$ cat src/rtl/lightgun_hv_latch.sv
// Light-gun H/V counter latch: tracks beam position from video timing strobes and
// freezes it on the first filtered sensor rise per frame, raising an external interrupt.
module lightgun_hv_latch #(
  parameter int FILTER = 2,
  parameter int VBITS  = 9
) (
  input  logic        CLK,
  input  logic        RESET_N,
  input  logic        CE_PIX,
  input  logic        HDE,
  input  logic        VDE,
  input  logic        H40,
  input  logic        SENSOR,
  input  logic        LATCH_EN,
  input  logic        IE2,
  input  logic        HV_RD,
  input  logic        INT_ACK,
  output logic [15:0] HV_OUT,
  output logic        HL_VALID,
  output logic        EXT_INT
);

  typedef enum logic [1:0] {DISARMED, ARMED, LATCHED} state_e;

  localparam logic [3:0] FMAX = 4'(FILTER);
  localparam logic [3:0] FPRE = 4'(FILTER - 1);

  state_e             state_q, state_d;
  logic [8:0]         hcnt_q;
  logic [VBITS-1:0]   vcnt_q;
  logic               hde_q, vde_q;
  logic               s1_q, s2_q;
  logic [3:0]         fcnt_q;
  logic [15:0]        hv_q;
  logic               ext_q, ext_d;
  logic               hde_fall, vde_fall, frame_start, qual_edge, capture;
  logic [7:0]         live_h;
  logic [15:0]        live_hv;

  assign hde_fall    = CE_PIX && hde_q && !HDE;
  assign vde_fall    = CE_PIX && vde_q && !VDE;
  assign frame_start = CE_PIX && !vde_q && VDE;
  // Edge fires in the sample that moves the filter count onto FILTER.
  assign qual_edge   = CE_PIX && s2_q && (fcnt_q == FPRE);

  always_comb begin
    live_h = hcnt_q[8:1];
    if (H40 && hcnt_q >= 9'd320)       live_h = 8'hA0;
    else if (!H40 && hcnt_q >= 9'd256) live_h = 8'h80;
  end

  assign live_hv  = {vcnt_q[7:0], live_h};
  assign HV_OUT   = HL_VALID ? hv_q : live_hv;
  assign HL_VALID = (state_q == LATCHED);
  assign EXT_INT  = ext_q;

  always_ff @(posedge CLK or negedge RESET_N) begin
    if (!RESET_N) begin
      hcnt_q <= '0;
      vcnt_q <= '0;
      hde_q  <= 1'b0;
      vde_q  <= 1'b0;
      fcnt_q <= '0;
    end else if (CE_PIX) begin
      hde_q <= HDE;
      vde_q <= VDE;
      if (!HDE)                hcnt_q <= '0;
      else if (hcnt_q != '1)   hcnt_q <= hcnt_q + 9'd1;
      if (vde_fall)                              vcnt_q <= '0;
      else if (hde_fall && VDE && vcnt_q != '1)  vcnt_q <= vcnt_q + 1'b1;
      if (!s2_q)               fcnt_q <= '0;
      else if (fcnt_q != FMAX) fcnt_q <= fcnt_q + 4'd1;
    end
  end

  always_ff @(posedge CLK or negedge RESET_N) begin
    if (!RESET_N) begin
      s1_q    <= 1'b0;
      s2_q    <= 1'b0;
      state_q <= DISARMED;
      hv_q    <= '0;
      ext_q   <= 1'b0;
    end else begin
      s1_q    <= SENSOR;
      s2_q    <= s1_q;
      state_q <= state_d;
      ext_q   <= ext_d;
      if (capture) hv_q <= live_hv;
    end
  end

  // Frame start beats a coincident edge: the edge is dropped and we stay armed.
  always_comb begin
    state_d = state_q;
    capture = 1'b0;
    if (!LATCH_EN) begin
      state_d = DISARMED;
    end else begin
      unique case (state_q)
        DISARMED: state_d = ARMED;
        ARMED: begin
          if (qual_edge && !frame_start) begin
            capture = 1'b1;
            state_d = LATCHED;
          end
        end
        LATCHED:  if (frame_start) state_d = ARMED;
        default:  state_d = DISARMED;
      endcase
    end
  end

  always_comb begin
    ext_d = ext_q;
    if (capture && IE2)          ext_d = 1'b1;
    else if (INT_ACK || HV_RD)   ext_d = 1'b0;
  end

endmodule

$ cat config.mk
export PLATFORM = sky130hd
export DESIGN_NAME = lightgun_hv_latch
export DESIGN_NICKNAME = d
export VERILOG_FILES = /design/src/rtl/lightgun_hv_latch.sv
export SDC_FILE = /design/constraint.sdc
export NUM_CORES = 1
export LEC_CHECK = 0
export ABC_CLOCK_PERIOD_IN_PS = 5100
export BUFFER_PORTS_ARGS = -buffer_cell sky130_fd_sc_hd__buf_4
export CORE_ASPECT_RATIO = 1.5
export CORE_MARGIN = 4
export CORE_UTILIZATION = 30
export CTS_BUF_LIST = sky130_fd_sc_hd__clkbuf_8
export DETAILED_ROUTE_END_ITERATION = 12
export HOLD_SLACK_MARGIN = 0.08
export SETUP_SLACK_MARGIN = 0.02
export SYNTH_ARGS = -nofsm -noshare
export SYNTH_HDL_FRONTEND = slang
export SYNTH_SLANG_ARGS = --single-unit
$ cat constraint.sdc
create_clock -name CLK -period 5.1 [get_ports CLK]
set_input_delay 0.255 -clock CLK [delete_from_list [all_inputs] [get_ports CLK]]
set_output_delay 0.255 -clock CLK [all_outputs]
set_load 0.02 [all_outputs]
==> impl_metrics.json, run 1 <==
{
  "n_antenna_cell": 0,
  "hold_ws_ps": 193.9,
  "cp.arrival_ps": 2060,
  "layout_worst_path_cycle_share": 0.4541,
  "post_drt_wl_per_cell_um": 13.74,
  "path_buf_inv": 1,
  "slew_headroom": 0.3479,
  "cts.htree.levels": 2,
  "drtPass1Iterations": 4,
  "remaining_drc_errors": 0,
  "max_cap_violations": 0,
  "grt_pass1_vias": 1769,
  "io_pins": 29,
  "synth-edff-count": 0,
  "cts_num_sinks": 45,
  "cts_tree": "built",
  "worst-setup-path-type": "reg2out",
  "endpoint_kind": "output pin",
  "finalPower_uw": 817.8,
  "syn_area_um2": 2450,
  "syn_to_final_growth_pct": 17.31,
  "die_y_um": 118.7,
  "die_area_um2": 9706,
  "cts_inserted_buffers": 5,
  "ys_warn_count": 0,
  "tightest_slew_ps": 973.8,
  "critPathTopFamily": "simple AND/OR/NAND/NOR gates",
  "vdd_drop_max_mv": 0.1335,
  "synth_fa_ha_area_frac": 0.04086,
  "vias": 1738,
  "cts_buffer_depth": 2,
  "hpwl_um": 3451,
  "syn-num-nets": 237,
  "avgSynthCellArea_um2": 11.24,
  "synth.top_cells.by_area": "dfrtp_1 (46%), mux2_2 (11%), mux2_4 (4.3%)",
  "clkTransAtPathRegs_ps": 80,
  "layout-drive-gt1-share": 0.3266,
  "ant_nets": 0,
  "num_rows": 40,
  "grt_max_degree": 46,
  "grt_pass1_wl_um": 8528,
  "async_flop_share": 1.000,
  "slew_viol_final": 0,
  "cp_cell_sequence": "nor2b_2, mux2_2, buf_4",
  "antenna_found_initial": 0,
  "fin_crit_ps": 2316,
  "ys_top_cells_by_count": "dfrtp_1 (45), mux2_2 (24), nand2_1 (19), inv_1 (13), a21oi_1 (9)",
  "synth.most_common_cell": "dfrtp_1",
  "crit_required_ps": 4850,
  "synthMuxAreaShare": 0.1859,
  "tns_ps": 0,
  "wl_um": 4850,
  "synth-simple-area-share": 0.1588,
  "fin_nets": 266,
  "synth_top_family_by_area": "multiplexers",
  "finalSetupViolCount": 0,
  "synth-seq-cells": 45,
  "cpPeakStageDelay_ps": 770,
  "die_w_um": 81.79,
  "synthCells": 218,
  "ys.flop_type": "dfrtp_1",
  "synth.distinct_cells": 41,
  "place.port_buffers": 28,
  "slowest_stage": "nor2b_2",
  "min_path_type": "in2reg",
  "drt_iter0_drc": 79,
  "worstPathMaxFanout": 21,
  "final-hold-violation-count": 0,
  "status": "finished clean",
  "insertion_delay_ps": 300,
  "cts_setup_buffers": 0,
  "powerDensity_nw_per_um2": 284.5,
  "start_util": 0.3059,
  "vias_per_cell": 4.924,
  "synth_compound_area_frac": 0.1149,
  "cts_root_buf": "clkbuf_8",
  "synth_top_area_share": 0.4597,
  "synth_xor_xnor_area_share": 0,
  "globalplace.congestion": 0.7249,
  "ys_seq_area_frac": 0.4597,
  "leakagePower_nw": 1.339,
  "track_usage": 0.1099,
  "core_area_um2": 8008,
  "grt_overflow": 0,
  "cp-start-kind": "flop",
  "finalClockSkew_ps": 4.362,
  "clock.fmax_mhz": 431.8,
  "rsz0062_at_grt": "no",
  "yosysTopAreaCell": "dfrtp_1"
}
stage by stage:
step | setup WS, ps | instance area (µm²) | cells | utilization
floorplan | 3085 | 2450 | 218 | -
global placement | 3036 | 2753 | 343 | 0.3438
detailed placement | 3029 | 2753 | 343 | 0.3438
CTS | 2696 | 2874 | 353 | 0.3589
global route | 2626 | 2874 | 353 | 0.3589
finish | 2784 | 2874 | 353 | 0.3589
cell families after synthesis:
family,count (synthesis)
compound gates,40
fa+ha+maj,8
buf+inv,22
flops,45
mux,39
simple gates,64
per-layer routing:
metal,wire [µm],up-vias,track usage
met5,0,-,0
met1,2096,863,0.1420
li1,-,847,-
met2,2534,24,0.1797
met3,178,4,0.02591
met4,40,0,0.03119
registers in the layout (all words and copies together), names as in the netlist:
| signal | count |
|---|---|
| state_q | 2 |
| hcnt_q | 9 |
| s1_q | 1 |
| hv_q | 16 |
| s2_q | 1 |
| fcnt_q | 4 |
| vde_q | 1 |
| vcnt_q | 9 |
| EXT_INT | 1 |
| hde_q | 1 |
report_power, final:
group / total (mW) / switching [mW] / internal (mW)
registers: 0.426 / 0.0354 / 0.391
logic: 0.148 / 0.0768 / 0.0712
clock network: 0.244 / 0.121 / 0.123
cell usage in the layout, fill, tap and decap left out, drive strengths merged, types with 2 or more instances in the layout:
cell and instances:
nor2b 3, a31o 3, buf 29, a21boi 5
nand3b 4, a21oi 9, nand2 19, or3 3
nand3 7, and3 3, o31ai 4, nor4 4
a22o 3, ha 8, nand4b 2, inv 13
nor3 2, clkbuf 7, dfrtp 45, nor2 5
dlygate4sd3 2, mux2 31, a311o 2, o2bb2ai 3
or4 3, nand2b 3, mux2i 8, o21ai 8
repair_timing:
item                                   4_1_cts  5_1_grt
endpoints found under the hold margin       46        0
hold buffers                                 2        0
resized for setup                            0        0
worst paths after layout:
kind / from / end / slack, ps / cells after the start
max in group asynchronous: RESET_N / hv_q[8] / 4210 / 2
min: IE2 / EXT_INT / 190 / 2
min reg2reg: s1_q / s2_q / 360 / 0
min in group asynchronous: RESET_N / hv_q[14] / 500 / 2
max: state_q[0] / HV_OUT[8] / 2780 / 3
max reg2reg: hcnt_q[0] / hcnt_q[6] / 3000 / 7
area by class of cell:
cell class              count  area (µm²)
inverters                  13       48.80
clock inverters             1       5.005
well taps                 105       131.4
multi-input cells         151        1229
flip-flops and latches     45        1126
fillers                   834        5134
clock buffers               7       96.34
repair buffers             31       237.7
Note: power is estimated with default switching activity, not from simulation.
==> inputs of run 2 (changes only) <==
--- a/config.mk
+++ b/config.mk
@@ -5,7 +5,7 @@
 export SDC_FILE = /design/constraint.sdc
 export NUM_CORES = 1
 export LEC_CHECK = 0
-export ABC_CLOCK_PERIOD_IN_PS = 5100
+export ABC_CLOCK_PERIOD_IN_PS = 2300
 export BUFFER_PORTS_ARGS = -buffer_cell sky130_fd_sc_hd__buf_4
 export CORE_ASPECT_RATIO = 1.5
 export CORE_MARGIN = 4
==> constraint.sdc (replaced) <==
create_clock -name CLK -period 2.3 [get_ports CLK]
set_input_delay 0.115 -clock CLK [delete_from_list [all_inputs] [get_ports CLK]]
set_output_delay 0.115 -clock CLK [all_outputs]
set_load 0.02 [all_outputs]
==> run 2 against run 1 <==
Compared with the run above:
- clock-buffer cell count decreased by 2
- die area did not move
- clock power increased by 140%
- design area increased by 1.7%
- worst hold slack lost 73 ps
- worst setup slack lost 2600 ps
- via count is 0.40% lower
- core utilization grew 0.62 points
==> impl_metrics.json, run 2 (same netlist as run 1, synthesis figures left out) <==
{
  "status": "finished clean",
  "worstPathMaxFanout": 12,
  "cp.arrival_ps": 2310,
  "vias_per_cell": 4.862,
  "cts_buffer_depth": 2,
  "reg2reg_slack_ps": 210,
  "grt_overflow": 0,
  "io_pins": 29,
  "place.port_buffers": 28,
  "final_cell_mix": "dfrtp_1 (45), buf_4 (30), mux2_2 (24)",
  "worst-setup-path-type": "reg2reg",
  "track_usage": 0.1126,
  "n_antenna_cell": 0,
  "layout-drive-gt1-share": 0.3267,
  "cp_common_cell": "ha_1",
  "ant_nets": 0,
  "antenna_found_initial": 0,
  "cts_inserted_buffers": 5,
  "insertion_delay_ps": 290,
  "leakagePower_nw": 1.360,
  "path_buf_inv": 0,
  "num_rows": 40,
  "cts_tree": "built",
  "core_area_um2": 8008,
  "final_common_cell": "dfrtp_1",
  "cp_cell_sequence": "ha_1, nand3_1, nor2_1, ha_1, a21bo_2, or4_1, a21oi_1",
  "final-hold-violation-count": 0,
  "cp-start-kind": "flop",
  "hold_ws_ps": 121.0,
  "critPathTopFamily": "simple AND/OR/NAND/NOR gates",
  "grt_max_degree": 46,
  "wl_um": 4969,
  "largest_register_ffs": 16,
  "remaining_drc_errors": 0,
  "dp_slack_ps": 239.4,
  "slowest_stage": "or4_1",
  "drtPass1Iterations": 4,
  "die_w_um": 81.79,
  "vdd_drop_max_mv": 0.2702,
  "drt_iter0_drc": 69,
  "cts_setup_buffers": 0,
  "min_path_type": "in2reg",
  "slew_viol_final": 0,
  "fin_crit_ps": 2090,
  "tns_ps": 0,
  "clock.fmax_mhz": 478.4,
  "max_cap_violations": 0,
  "cts_root_buf": "clkbuf_8",
  "die_y_um": 118.7,
  "powerDensity_nw_per_um2": 633.7,
  "slew_headroom": 0.6139,
  "cpPeakStageDelay_ps": 510,
  "clkTransAtPathRegs_ps": 80,
  "largestRegisters": "hv_q x16, hcnt_q x9, vcnt_q x9",
  "rsz0062_at_grt": "no",
  "cts.htree.levels": 2,
  "post_drt_wl_per_cell_um": 13.96,
  "syn_to_final_growth_pct": 19.36,
  "tightest_slew_ps": 579.2,
  "cts_num_sinks": 45,
  "setup_ws_ps": 209.7,
  "hpwl_um": 3565,
  "endpoint_kind": "flop",
  "start_util": 0.3059,
  "globalplace.congestion": 0.8127,
  "die_area_um2": 9706,
  "fillers": 826,
  "grt_pass1_wl_um": 8776,
  "layout_worst_path_cycle_share": 0.9088,
  "finalSetupViolCount": 0,
  "fin_nets": 270,
  "grt_pass1_vias": 1835,
  "top_register": "hv_q",
  "vias": 1731,
  "crit_required_ps": 2520,
  "finalClockSkew_ps": 6.025,
  "fin_util": 0.3652
}
-- run 2: final timing paths --
kind	from	endpoint	depth (start not counted)
worst max register to register	hcnt_q[0]	hcnt_q[6]	7
worst max-delay path	hcnt_q[0]	hcnt_q[6]	7
max in group asynchronous	RESET_N	hcnt_q[6]	2
worst min-delay path	HDE	hcnt_q[2]	3
worst min register to register	s1_q	s2_q	0
min in group asynchronous	RESET_N	hv_q[15]	2
-- run 2: what timing repair did --
action / 4_1_cts / 5_1_grt
hold buffers: 4 / 0
gates resized for setup: 0 / 0
endpoints found under the hold margin: 49 / 0
-- run 2: area by class of cell --
class,count,area [µm²],share of cell area
clock buffers,5,68.82,0.02353
clock inverters,2,35.03,0.01198
inverters,13,48.80,0.01669
multi-input cells,151,1229,0.4202
flip-flops and latches,45,1126,0.3851
well taps,105,131.4,0.04493
repair buffers,35,285.3,0.09756
-- run 2: report_power, final --
part / internal, mW / leakage (nW) / switching [mW]
Combinational: 0.162 / 0.700 / 0.170
Sequential: 0.866 / 0.606 / 0.0766
Clock: 0.316 / 0.0540 / 0.262
Total: 1.34 / 1.36 / 0.509
-- run 2: per-layer routing --
metal,vias to the layer above,track usage,routed length (µm)
met2,29,0.1948,2626
met3,6,0.02363,165
met5,-,0,0
met4,0,0.02703,52
li1,850,-,-
met1,846,0.1394,2125
-- run 2: worst register-to-register path: cells and delay by family, from the launching register on --
kind                       cells  cell delay (ps)
AOI/OAI and AO/OA              2              460
adders and majority gates      2              480
DFF                            1              430
and+or+nand+nor                3              650
-- run 2: through the flow --
step	instance area, µm²	cells	total power [mW]
3_5_place_dp	2780	345	1.292
6_report	2924	356	1.853
5_1_grt	2924	356	1.975
2_1_floorplan	2450	218	1.175
3_3_place_gp	2780	345	1.279
4_1_cts	2924	356	1.893
